==> src/rtl/eth_vlg_pkg.sv <==
// Shared Ethernet TX/RX types.
//   stream_t       : byte-wide frame stream beat (data + framing flags)
//   tx_sched_fsm_t : states of the TX round-robin scheduler
package eth_vlg_pkg;

  typedef struct packed {
    logic [7:0] dat;
    logic       val;
    logic       sof;
    logic       eof;
    logic       err;
  } stream_t;

  // Literals carry an ST_ prefix so they never collide with the GAP parameter.
  typedef enum logic [1:0] {
    ST_IDLE   = 2'd0,
    ST_ARB    = 2'd1,
    ST_ACTIVE = 2'd2,
    ST_GAP    = 2'd3
  } tx_sched_fsm_t;

endpackage

==> src/rtl/eth_vlg_rr_arb.sv <==
// Combinational rotate-priority arbiter: picks the first set request bit at or
// above ptr, wrapping to the lowest set bit below ptr.
//   req   in  N        request vector
//   ptr   in  clog2(N) highest-priority position
//   grant out N        one-hot grant (all zero when req==0)
//   idx   out clog2(N) index of the granted bit
//   any   out 1        at least one request present
module eth_vlg_rr_arb #(
  parameter int N = 4
) (
  input  logic [N-1:0]         req,
  input  logic [$clog2(N)-1:0] ptr,
  output logic [N-1:0]         grant,
  output logic [$clog2(N)-1:0] idx,
  output logic                 any
);

  localparam int IW = $clog2(N);

  logic [IW-1:0] w_hi_idx;
  logic [IW-1:0] w_lo_idx;
  logic          w_hi_found;

  // Scan downwards so the last hit written is the lowest index of each group.
  always_comb begin
    w_hi_idx   = '0;
    w_lo_idx   = '0;
    w_hi_found = 1'b0;
    any        = 1'b0;
    for (int i = N - 1; i >= 0; i--) begin
      if (req[i]) begin
        w_lo_idx = IW'(i);
        any      = 1'b1;
        if (IW'(i) >= ptr) begin
          w_hi_idx   = IW'(i);
          w_hi_found = 1'b1;
        end
      end
    end
  end

  always_comb begin
    idx   = w_hi_found ? w_hi_idx : w_lo_idx;
    grant = '0;
    if (any) grant[idx] = 1'b1;
  end

endmodule

==> src/rtl/eth_vlg_tx_sched.sv <==
// Round-robin scheduler sharing one TX MAC stream among N protocol sources.
// Grants one source per frame, routes the MAC handshake back to it, muxes its
// meta/stream toward the MAC, bounds the grant with a watchdog and inserts an
// idle gap after each frame.
//   clk, rst             clock, synchronous active-high reset
//   rdy[N]               source has a frame ready
//   req/acc/done[N]      MAC handshake routed to the granted source (1-cycle latency)
//   meta[N][W], strm[N]  per-source metadata and stream
//   rdy_mux              frame ready toward the MAC
//   req/acc/done_mux     MAC handshake inputs
//   meta_mux, strm_mux   registered meta/stream of the granted source
//   grant_id             granted source index (valid while busy)
//   busy                 high in ARB/ACTIVE/GAP
//   tmo                  1-cycle pulse on watchdog abort
//
// state     | meaning
// ST_IDLE   | no grant, waiting for any rdy
// ST_ARB    | pick next source by rotate priority, latch grant
// ST_ACTIVE | frame in progress for grant_id, watchdog running
// ST_GAP    | GAP idle cycles before the next arbitration
module eth_vlg_tx_sched
  import eth_vlg_pkg::*;
#(
  parameter int N       = 4,
  parameter int W       = 8,
  parameter int GAP     = 12,
  parameter int TIMEOUT = 65535
) (
  input  logic                  clk,
  input  logic                  rst,
  input  logic [N-1:0]          rdy,
  output logic [N-1:0]          req,
  output logic [N-1:0]          acc,
  output logic [N-1:0]          done,
  input  logic [N-1:0][W-1:0]   meta,
  input  stream_t [N-1:0]       strm,
  output logic                  rdy_mux,
  input  logic                  req_mux,
  input  logic                  acc_mux,
  input  logic                  done_mux,
  output logic [W-1:0]          meta_mux,
  output stream_t               strm_mux,
  output logic [$clog2(N)-1:0]  grant_id,
  output logic                  busy,
  output logic                  tmo
);

  localparam int IW = $clog2(N);
  localparam int CW = $clog2(TIMEOUT + 1);
  localparam int GW = (GAP > 0) ? $clog2(GAP + 1) : 1;

  tx_sched_fsm_t r_state;
  tx_sched_fsm_t w_state_nxt;

  logic [IW-1:0] r_ptr;
  logic [IW-1:0] r_gid;
  logic [N-1:0]  r_gsel;
  logic [CW-1:0] r_wdog;
  logic [GW-1:0] r_gap;
  logic          r_commit;

  logic [N-1:0]  w_arb_grant;
  logic [IW-1:0] w_arb_idx;
  logic          w_arb_any;
  logic [N-1:0]  w_sel;
  logic          w_active;
  logic          w_timeout;
  logic          w_withdraw;
  logic          w_release;

  eth_vlg_rr_arb #(.N(N)) u_arb (
    .req   (rdy),
    .ptr   (r_ptr),
    .grant (w_arb_grant),
    .idx   (w_arb_idx),
    .any   (w_arb_any)
  );

  always_comb begin
    w_active   = (r_state == ST_ACTIVE);
    w_sel      = w_active ? r_gsel : '0;
    w_timeout  = w_active && (r_wdog == CW'(TIMEOUT - 1));
    // A req_mux in the same cycle as the rdy drop already commits the frame.
    w_withdraw = w_active && !r_commit && !req_mux && ((rdy & r_gsel) == '0);
    w_release  = w_active && (done_mux || w_timeout || w_withdraw);
    // done_mux on the watchdog cycle is a normal completion.
    tmo        = w_timeout && !done_mux;
    busy       = (r_state != ST_IDLE);
    grant_id   = r_gid;
  end

  always_comb begin
    w_state_nxt = r_state;
    case (r_state)
      ST_IDLE:   if (rdy != '0) w_state_nxt = ST_ARB;
      // Sources may drop rdy during ARB; with nothing left to grant, fall back.
      ST_ARB:    w_state_nxt = w_arb_any ? ST_ACTIVE : ST_IDLE;
      ST_ACTIVE: if (w_release) w_state_nxt = (GAP == 0) ? ST_IDLE : ST_GAP;
      ST_GAP:    if (r_gap == GW'(GAP - 1)) w_state_nxt = ST_IDLE;
      default:   w_state_nxt = ST_IDLE;
    endcase
  end

  always_ff @(posedge clk) begin
    if (rst) r_state <= ST_IDLE;
    else     r_state <= w_state_nxt;
  end

  always_ff @(posedge clk) begin
    if (rst) begin
      r_ptr    <= '0;
      r_gid    <= '0;
      r_gsel   <= '0;
      r_wdog   <= '0;
      r_gap    <= '0;
      r_commit <= 1'b0;
      rdy_mux  <= 1'b0;
      req      <= '0;
      acc      <= '0;
      done     <= '0;
      meta_mux <= '0;
      strm_mux <= '0;
    end else begin
      if (r_state == ST_ARB && w_arb_any) begin
        r_gid    <= w_arb_idx;
        r_gsel   <= w_arb_grant;
        r_wdog   <= '0;
        r_commit <= 1'b0;
      end else if (w_active) begin
        if (r_wdog != CW'(TIMEOUT - 1)) r_wdog <= r_wdog + 1'b1;
        if (req_mux) r_commit <= 1'b1;
      end

      if (w_release) r_ptr <= (r_gid == IW'(N - 1)) ? '0 : r_gid + IW'(1);

      if (r_state != ST_GAP)            r_gap <= '0;
      else if (r_gap != GW'(GAP - 1))   r_gap <= r_gap + 1'b1;

      rdy_mux <= (w_state_nxt == ST_ACTIVE);

      req  <= w_sel & {N{req_mux}};
      acc  <= w_sel & {N{acc_mux}};
      done <= w_sel & {N{done_mux}};

      if (w_active) begin
        meta_mux <= meta[r_gid];
        strm_mux <= strm[r_gid];
      end
    end
  end

endmodule

==> config.mk <==
export PLATFORM = sky130hd
export DESIGN_NAME = eth_vlg_tx_sched
export DESIGN_NICKNAME = d
export VERILOG_FILES = /design/src/rtl/eth_vlg_pkg.sv /design/src/rtl/eth_vlg_rr_arb.sv /design/src/rtl/eth_vlg_tx_sched.sv
export SDC_FILE = /design/constraint.sdc
export NUM_CORES = 1
export LEC_CHECK = 0
export ABC_CLOCK_PERIOD_IN_PS = 1750
export CORE_ASPECT_RATIO = 0.5
export CORE_UTILIZATION = 30
export CTS_CLUSTER_DIAMETER = 40
export DETAILED_ROUTE_END_ITERATION = 8
export SLEW_MARGIN = 20
export SYNTH_ARGS = -nofsm -noshare
export SYNTH_HDL_FRONTEND = slang
export SYNTH_SLANG_ARGS = --single-unit
==> constraint.sdc <==
create_clock -name clk -period 1.75 [get_ports clk]
set_input_delay 0.175 -clock clk [delete_from_list [all_inputs] [get_ports clk]]
set_output_delay 0.175 -clock clk [all_outputs]
set_load 0.005 [all_outputs]
==> flow_metrics.env <==
export IMPL_status="finished, violations left"
export IMPL_violations="setup timing"
export IMPL_drv_slew=0
export IMPL_first_pass_iters=5
export IMPL_timing_hold_ws_ns=0.452
export IMPL_fin_util_pct=53.9
export IMPL_final_cells=620
export IMPL_detail_route_wl_per_cell_um=13.7
export IMPL_placed_area_sq_um=4760
export IMPL_drv_cap=0
export IMPL_synthDistinctLibCells=45
export IMPL_chipWidth_um=145
export IMPL_numPlacedInstances=599
export IMPL_p_per_area_nw_per_um2=823
export IMPL_place_ws_ns=-0.0945
export IMPL_seqCellArea_sq_um=1300
export IMPL_cts_tree="yes"
export IMPL_hp_class="reg -> reg"
export IMPL_grt_setup_unrepaired="true"
export IMPL_num_vias=2907
export IMPL_cp_max_fo=4
export IMPL_die_area_sq_um=10700
export IMPL_drc=0
export IMPL_wirelength_mm=8.48
export IMPL_track_usage_pct=16.6
export IMPL_grt_pass1_wl_mm=13.7
export IMPL_ys_ff_latch=64
export IMPL_min_period_ns=1.75
export IMPL_end_kind="flip-flop"
export IMPL_core_region_area_sq_um=9700
export IMPL_fillers=914
export IMPL_worstPathRequired_ns=1.97
export IMPL_final_area_sq_um=5230
export IMPL_place_congestion=0.834
export IMPL_ant_nets=0
export IMPL_p_leak_nw=1.90
export IMPL_syn2layout_area_growth_pct=69.7
export IMPL_grt_max_degree=30
export IMPL_layout_common_cells="124 x clkdlybuf4s50_1, 52 x dfxtp_1, 49 x nand2_1"
export IMPL_cp_start_kind="flip-flop"
export IMPL_hold_viol=0
export IMPL_drt_iter0_drc=102
export IMPL_finalSetupTns_ns=-0.000773
export IMPL_cts_sinks=64
export IMPL_grt_overflow=0
export IMPL_worst_slew_pin_slew_ns=0.603
export IMPL_setup_slack_ns=-0.000773
export IMPL_min_period_over_period_pct=100
export IMPL_start_util_pct=31.8
export IMPL_syn_nets=407
export IMPL_grt_pass1_vias=2960
export IMPL_peakVddDrop_mv=0.497
export IMPL_num_nets_final=573
export IMPL_antenna_found_initial=0
export IMPL_die_height_um=73.7
export IMPL_avgSynthCellArea_sq_um=9.81
export IMPL_diodes=0
export IMPL_timing_fmax_mhz=571
export IMPL_crit_type="reg -> reg"
export IMPL_finalSetupViolations=1
export IMPL_multi_input_area_sq_um=1780
export IMPL_yosysWarnings=0
export IMPL_cts_buffers=9
export IMPL_dp_hpwl_mm=6.37
export IMPL_crit_arrival_ns=1.97
export IMPL_cts_max_path_buffers=2
export IMPL_p_total_mw=4.30
export IMPL_cts_root_buf="clkbuf_16"
export IMPL_num_rows=25
export IMPL_mostFrequentLayoutCell="clkdlybuf4s50_1"
export IMPL_skew_ns=0.00767
export IMPL_drive_gt1_share_pct=24.1
export IMPL_netlist_area_sq_um=3080
export IMPL_ys_seq_area_share_pct=41.6
export IMPL_io_pins=126
export IMPL_worstSkewPairLatency_ns=0.33
export IMPL_path_clk_slew_ns=0.06
export IMPL_via_per_inst=4.69
export IMPL_io_buffers=125
export IMPL_slew_headroom_pct=59.5
export IMPL_cts_max_level=3
export IMPL_syn_inst=314
==> power breakdown <==
group	switching (mW)	internal, mW	total, mW
registers	0.0406	1.51	1.55
clock network	0.653	1.39	2.04
logic	0.257	0.448	0.704
total	0.950	3.35	4.30
==> cells in the mapped netlist <==
master	count	area (sq um)
buf_1	3	11.3
nand3b_1	3	22.5
o21a_1	1	7.51
nor2b_1	4	25.0
nor3_1	10	50.1
o311ai_1	1	8.76
buf_2	6	30.0
and2_1	12	75.1
or3b_1	1	8.76
or2_2	1	6.26
a21oi_1	30	150
and3_1	1	6.26
o2bb2a_1	1	10.0
dfxtp_1	64	1280
nor3b_2	2	25.0
clkbuf_1	8	30.0
ha_1	4	50.1
xor2_1	1	8.76
nand4_2	1	12.5
o31ai_1	1	7.51
o21ai_0	3	15.0
or3_1	2	12.5
or3_4	2	22.5
nor4_1	2	12.5
nand3_1	7	35.0
xnor2_1	14	123
nand2_1	49	184
nor3b_1	3	22.5
nor4_4	1	21.3
nand4_1	1	6.26
mux4_2	20	450
a311o_1	1	10.0
a21o_1	1	7.51
inv_1	7	26.3
a222oi_1	1	10.0
mux2i_1	5	50.1
o211a_1	1	10.0
a22o_1	2	17.5
nor2_1	26	97.6
nand2b_1	3	18.8
nand4_4	1	21.3
a21oi_4	1	16.3
nor4_2	3	37.5
a211oi_1	2	15.0
or4_4	1	11.3
==> final cells by class <==
type / count / share of cell area (%)
multi-input combinational: 226 / 34.0
timing repair buffer: 172 / 30.8
sequential: 64 / 24.8
clock buffer: 9 / 4.31
tap: 135 / 3.23
clock inverter: 7 / 2.30
inverter: 7 / 0.503
==> repair_timing <==
action,in CTS,in global routing
endpoints found under the setup margin,2,12
hold buffers,0,0
pin swaps,4,4
gates resized for setup,18,12
buffers inserted,4,1
==> metal layers <==
layer,vias to the layer above,global-route usage (%),share of wire [%]
met5,-,0,0
met4,0,7.13,1.7
met3,13,4.97,5.8
met2,96,29.8,50
met1,1350,18.8,43
li1,1448,-,-
==> worst max-delay path, cell delays in order (launching register included) <==
cell     delay (ns)
dfxtp_1        0.37
nand4_4        0.14
buf_4          0.16
buf_4          0.13
nor3_1         0.50
nor3_1         0.14
xnor2_1        0.16
nor2_1         0.05
==> cells by family after synthesis <==
logic type / Yosys count / synth area share [%]
AOI/OAI and AO/OA: 46 / 9.26
xor gates and xnor gates: 15 / 4.26
adders and majority gates: 4 / 1.62
buffers and inverters: 24 / 3.17
DFF: 64 / 41.6
muxes: 25 / 16.2
and+or+nand+nor: 136 / 23.8
==> path summary, 6_finish.rpt <==
| kind | cells past startpoint | slack, ns | start | to |
|---|---|---|---|---|
| max | 7 | -0.0008 | r_wdog[3] | r_wdog[11] |
| min | 2 | 0.45 | meta_mux[2] | meta_mux[2] |
| max reg2reg | 7 | -0.0008 | r_wdog[3] | r_wdog[11] |
| min reg2reg | 2 | 0.45 | meta_mux[2] | meta_mux[2] |
==> sequential cells by signal, summed over array words and instances, names as in the netlist, 4 cells and up <==
signal and flops:
meta_mux 8, done 4, r_wdog 16, r_gsel 4, req 4, acc 4
r_gap 4, strm_mux 12
Note: power is estimated with default switching activity, not from simulation.
